[src/rtl/ram_arb_pkg.sv]
// Shared types and default sizing for the burst RAM arbiter.
// Imported by the arbiter top and its round-robin picker.
package ram_arb_pkg;

  typedef enum logic [1:0] {
    IDLE  = 2'd0,
    WRITE = 2'd1,
    READ  = 2'd2
  } state_e;

  localparam int unsigned DefWidth  = 32;
  localparam int unsigned DefDepth  = 256;
  localparam int unsigned DefNumReq = 2;
  localparam int unsigned DefLenW   = 4;

endpackage

[src/rtl/rr_arbiter.sv]
// Combinational round-robin picker: first set req bit at or after ptr_i, wrapping.
// Ports: req_i, ptr_i in; one-hot gnt_o, binary idx_o, valid_o (any req) out.
module rr_arbiter #(
  parameter  int unsigned NumReq = 2,
  localparam int unsigned IdW    = (NumReq > 1) ? $clog2(NumReq) : 1
) (
  input  logic [NumReq-1:0] req_i,
  input  logic [IdW-1:0]    ptr_i,
  output logic [NumReq-1:0] gnt_o,
  output logic [IdW-1:0]    idx_o,
  output logic              valid_o
);

  logic [IdW:0] cand;
  logic         found;

  always_comb begin
    gnt_o = '0;
    idx_o = '0;
    found = 1'b0;
    cand  = '0;
    for (int i = 0; i < NumReq; i++) begin
      cand = {1'b0, ptr_i} + (IdW+1)'(i);
      if (cand >= (IdW+1)'(NumReq)) begin
        cand = cand - (IdW+1)'(NumReq);
      end
      if (!found && req_i[cand[IdW-1:0]]) begin
        found = 1'b1;
        gnt_o[cand[IdW-1:0]] = 1'b1;
        idx_o = cand[IdW-1:0];
      end
    end
    valid_o = found;
  end

endmodule

[src/rtl/ram_burst_arbiter.sv]
// Shares a single-port 1-cycle-latency RAM among NumReq burst masters, one burst at a time.
// Ports: req/we/addr/len command per master, gnt pulse, write beats (wdata/wvalid/wready),
// broadcast rdata with one-hot rvalid and rlast, busy, and the RAM we/re/addr/wdata/rdata side.
module ram_burst_arbiter
  import ram_arb_pkg::*;
#(
  parameter  int unsigned Width  = DefWidth,
  parameter  int unsigned Depth  = DefDepth,
  parameter  int unsigned NumReq = DefNumReq,
  parameter  int unsigned LenW   = DefLenW,
  localparam int unsigned Aw     = $clog2(Depth),
  localparam int unsigned IdW    = (NumReq > 1) ? $clog2(NumReq) : 1
) (
  input  logic                     clk_i,
  input  logic                     rst_ni,
  input  logic [NumReq-1:0]        req_i,
  input  logic [NumReq-1:0]        req_we_i,
  input  logic [NumReq*Aw-1:0]     req_addr_i,
  input  logic [NumReq*LenW-1:0]   req_len_i,
  output logic [NumReq-1:0]        gnt_o,
  input  logic [NumReq*Width-1:0]  wdata_i,
  input  logic [NumReq-1:0]        wvalid_i,
  output logic [NumReq-1:0]        wready_o,
  output logic [Width-1:0]         rdata_o,
  output logic [NumReq-1:0]        rvalid_o,
  output logic                     rlast_o,
  output logic                     busy_o,
  output logic                     ram_we_o,
  output logic                     ram_re_o,
  output logic [Aw-1:0]            ram_addr_o,
  output logic [Width-1:0]         ram_wdata_o,
  input  logic [Width-1:0]         ram_rdata_i
);

  logic [Aw-1:0]    addr_a  [NumReq];
  logic [LenW-1:0]  len_a   [NumReq];
  logic [Width-1:0] wdata_a [NumReq];

  for (genvar g = 0; g < NumReq; g++) begin : g_unpack
    assign addr_a[g]  = req_addr_i[g*Aw +: Aw];
    assign len_a[g]   = req_len_i[g*LenW +: LenW];
    assign wdata_a[g] = wdata_i[g*Width +: Width];
  end

  state_e            state_q, state_d;
  logic [IdW-1:0]    id_q, id_d;
  logic [Aw-1:0]     addr_q, addr_d;
  logic [LenW-1:0]   cnt_q, cnt_d;
  logic [IdW-1:0]    rr_ptr_q, rr_ptr_d;
  logic [NumReq-1:0] rvalid_q, rvalid_d;
  logic              rlast_q, rlast_d;

  logic [NumReq-1:0] arb_gnt;
  logic [IdW-1:0]    arb_idx;
  logic              arb_valid;

  rr_arbiter #(
    .NumReq (NumReq)
  ) u_rr (
    .req_i   (req_i),
    .ptr_i   (rr_ptr_q),
    .gnt_o   (arb_gnt),
    .idx_o   (arb_idx),
    .valid_o (arb_valid)
  );

  always_comb begin
    state_d     = state_q;
    id_d        = id_q;
    addr_d      = addr_q;
    cnt_d       = cnt_q;
    rr_ptr_d    = rr_ptr_q;
    rvalid_d    = '0;
    rlast_d     = 1'b0;
    gnt_o       = '0;
    wready_o    = '0;
    ram_we_o    = 1'b0;
    ram_re_o    = 1'b0;
    ram_addr_o  = addr_q;
    ram_wdata_o = wdata_a[id_q];
    unique case (state_q)
      IDLE: begin
        // Gate with reset so a held request cannot pulse gnt while in reset.
        if (arb_valid && rst_ni) begin
          gnt_o    = arb_gnt;
          id_d     = arb_idx;
          addr_d   = addr_a[arb_idx];
          cnt_d    = len_a[arb_idx];
          rr_ptr_d = (arb_idx == IdW'(NumReq-1))
                     ? '0 : arb_idx + IdW'(1);
          state_d  = req_we_i[arb_idx] ? WRITE : READ;
        end
      end
      WRITE: begin
        wready_o[id_q] = 1'b1;
        ram_we_o       = wvalid_i[id_q];
        if (wvalid_i[id_q]) begin
          addr_d = addr_q + Aw'(1);
          cnt_d  = cnt_q - LenW'(1);
          if (cnt_q == '0) begin
            state_d = IDLE;
          end
        end
      end
      READ: begin
        ram_re_o         = 1'b1;
        addr_d           = addr_q + Aw'(1);
        cnt_d            = cnt_q - LenW'(1);
        rvalid_d[id_q]   = 1'b1;
        rlast_d          = (cnt_q == '0);
        if (cnt_q == '0) begin
          state_d = IDLE;
        end
      end
      default: begin
        state_d = IDLE;
      end
    endcase
  end

  always_ff @(posedge clk_i or negedge rst_ni) begin
    if (!rst_ni) begin
      state_q  <= IDLE;
      id_q     <= '0;
      addr_q   <= '0;
      cnt_q    <= '0;
      rr_ptr_q <= '0;
      rvalid_q <= '0;
      rlast_q  <= 1'b0;
    end else begin
      state_q  <= state_d;
      id_q     <= id_d;
      addr_q   <= addr_d;
      cnt_q    <= cnt_d;
      rr_ptr_q <= rr_ptr_d;
      rvalid_q <= rvalid_d;
      rlast_q  <= rlast_d;
    end
  end

  assign rvalid_o = rvalid_q;
  assign rlast_o  = rlast_q;
  assign busy_o   = (state_q != IDLE);
  assign rdata_o  = ram_rdata_i;

endmodule
[config.mk]
export PLATFORM = sky130hd
export DESIGN_NAME = ram_burst_arbiter
export DESIGN_NICKNAME = d
export VERILOG_FILES = /design/src/rtl/ram_arb_pkg.sv /design/src/rtl/rr_arbiter.sv /design/src/rtl/ram_burst_arbiter.sv
export SDC_FILE = /design/constraint.sdc
export NUM_CORES = 1
export LEC_CHECK = 0
export CORE_MARGIN = 5
export CORE_UTILIZATION = 29
export CTS_CLUSTER_SIZE = 12
export DETAILED_ROUTE_END_ITERATION = 8
export PLACE_DENSITY = 0.83
export SLEW_MARGIN = 20
export SYNTH_ARGS = -nofsm -noshare
export SYNTH_HDL_FRONTEND = slang
export SYNTH_SLANG_ARGS = --single-unit
[constraint.sdc]
create_clock -name clk_i -period 2.3 [get_ports clk_i]
set_input_delay 0.345 -clock clk_i [delete_from_list [all_inputs] [get_ports clk_i]]
set_output_delay 0.345 -clock clk_i [all_outputs]
set_load 0.01 [all_outputs]
==> results.txt <==
status -> completed
nets@finish -> 477
final period utilization -> 0.949
post-synthesis net count -> 356
required time worst endpoint -> 1960 ps
Met2 Routed Length -> 3.89 mm
routed via count -> 2,128
Row Count -> 29
placed cell count -> 415
worst slew pin tran -> 404 ps
Ys Warns -> 0
Yosys cell types -> 38
CTS clk-pin slew, worst paths -> 70 ps
Max-cap violations -> 0
final setup vio count -> 0
clk root buf -> clkbuf_8
clock skew -> 3.73 ps
reg-to-reg slack, setup -> 270 ps
grt ovf -> 0
RR Startpoint -> state_q[0]
Most used DFF post-synth -> dfrtp_1
register bit count reported by yosys -> 19
Die Width -> 91.8 um
critical path capture point type -> primary output
Post-CTS Resized -> 2
met1 WL -> 2.80 mm
fin crit period -> 2180 ps
Final Hold Vio Count -> 0
Hold Crit Class -> in2async
Starting Density -> 0.302
asr flop ratio synth -> 1.00
First-pass DRT Iterations -> 4
crit-path max cell delay -> 520 ps
first-pass GRT wire length -> 11.6 mm
# diodes -> 0
highest net fanout along the worst path -> 12
worst vdd ir -> 0.000478 V
R2R cell count -> 6
total CTS buffers -> 3
final WL -> 7.60 mm
total clock sinks -> 19
Core Footprint -> 6420 um^2
DIE HEIGHT -> 91.8 um
Slew Limit Fails -> 0
post-synthesis cell count -> 222
multi-input logic area -> 1140 um^2
Pwr per Cell Area -> 1030 nW/um^2
Highest Signal Layer -> met4
Fmax achieved -> 458 MHz
Detail Route Antenna Nets -> 0
Wirelength per Cell -> 18.1 um
Final Wtd Congestion -> 0.847
Via density -> 5.08
Worst path slowest cell -> dfrtp_2
FF/Latch Area -> 477 um^2
Reg2Reg Capture Point -> ram_addr_o[7]
num ports -> 210
unrepaired setup endpoints after global routing -> false
hpwl dp -> 6.50 mm
final std cells w/o fill -> 419
starting DRC count in detailed routing -> 77
Clock Latency Late Sink -> 260 ps
number of global-route vias before repair -> 2,188
Max-slew headroom -> 0.723
CTS tree -> built
initial antenna violation count -> 0
fill cell count -> 610
WP buf/inv -> 2
Crit Path Category -> reg2out
Worst Path Arrival -> 1840 ps
H-tree Lvls -> 1
Area growth syn-to-layout -> 73.7%
layout cell share with drive strength beyond 1 -> 0.170
Post-Syn Area -> 1940 um^2
postcts setup bufs -> 0
crit-path cells -> buf_4 > mux2_2 > clkdlybuf4s50_1
die area -> 8420 um^2
pin count of the biggest net entering global routing -> 22
Post-synth EDFFs -> 0
setup TNS -> 0 ps
number of remaining DRC errors -> 0
DR WL met3 -> 672 um
PortBufs -> 145
CP delay by family, top -> buffers and inverters
GRT Util Overall -> 0.175
Setup crit start kind -> flip-flop
Leakage -> 0.00139 uW
post-synthesis sequential area ratio -> 0.245
Mean Syn Cell Area -> 8.73 um^2
Hold-fix buffers, CTS -> 0
Longest Clk Path Bufs -> 2
[sequential cells by signal, indices dropped and copies added, names as in the netlist]
name / count
ram_addr_o: 8
rr_ptr_q: 1
cnt_q: 4
id_q: 1
state_q: 2
rvalid_o: 2
rlast_o: 1
[routing by layer]
layer | track usage | vias up
li1 | - | 1006
met1 | 0.179 | 992
met2 | 0.332 | 105
met3 | 0.0499 | 25
met4 | 0.0705 | 0
met5 | 0 | -
[through the flow]
step           worst slack [ps]  utilization  instance area [um^2]  hold slack (ps)  total power (uW)
2_1_floorplan               544            -                  1940             49.4              2140
3_3_place_gp               71.4        0.516                  3310              491              3170
3_5_place_dp               68.3        0.516                  3310              531              3240
4_1_cts                    6.78        0.524                  3360              489              3510
5_1_grt                    15.7        0.524                  3370              504              3750
6_report                    118        0.524                  3370              482              3470
[worst max path at each step]
stage,cells after the start,endpoint,from
after global routing,5,gnt_o[1],state_q[0]
after global placement,5,gnt_o[1],rst_ni
after CTS,5,gnt_o[0],state_q[0]
after floorplan,6,ram_addr_o[5],state_q[0]
after detailed placement,5,ram_addr_o[7],rst_ni
final,3,ram_wdata_o[5],id_q
[placed cells by master, fill, tap and decap left out, types with 2 or more instances in the layout]
master	netlist	final
clkdlybuf4s50_1	0	144
mux2_2	33	33
dfrtp_1	19	18
buf_4	33	17
nand2_1	13	13
o21ai_0	12	12
and3_1	11	11
inv_1	8	8
nor2b_1	8	8
nand3_1	6	6
a21oi_1	6	6
nor3_1	6	6
ha_1	6	6
nor2_1	5	5
a2111oi_0	4	4
mux2i_1	5	4
nand2b_1	3	3
a211oi_1	3	3
a21boi_0	3	3
clkbuf_8	0	3
and2_1	2	2
a221o_1	2	2
a211o_1	2	2
nor4_1	2	2
nor3b_1	2	2
o31ai_1	2	2
o22ai_1	2	2
[worst reg2reg max path: stages (launching register included)]
cell	delay (ps)
dfrtp_1	380
inv_1	90
ha_1	250
buf_4	170
a221o_1	440
a2111oi_0	460
nor3_1	110
[report_power, final]
group | internal, uW | total [uW] | switching (uW)
sequential | 502 | 703 | 201
combinational | 1440 | 2530 | 1080
clock | 123 | 235 | 112
[synth_stat cells, drive strengths merged (3+ instances only)]
cell      n  area share
nor3      6       0.015
a21boi    3       0.012
nand2    13       0.025
o21ai    12       0.031
a211oi    3       0.012
and3     11       0.036
inv       8       0.015
mux2     33        0.19
clkbuf   10       0.019
nor2b     8       0.026
buf      36        0.14
ha        6       0.039
dfrtp    19        0.25
nor2      5      0.0097
a2111oi   4       0.018
nand3     6       0.015
mux2i     5       0.026
nand2b    3      0.0097
a21oi     6       0.015
[cell families after synthesis]
group                      after synthesis  synth area share
AOI/OAI and AO/OA                       43             0.156
buffers and inverters                   54             0.170
muxes                                   38             0.218
adders and majority gates                6            0.0387
DFF                                     19             0.245
and+or+nand+nor                         62             0.172
[cell type report]
cell class              instances  share of cell area
repair buffers                162               0.470
well taps                      77              0.0286
multi-input cells             149               0.338
clock buffers                   4              0.0134
inverters                       8             0.00892
flip-flops and latches         19               0.142
Note: power is estimated with default switching activity, not from simulation.
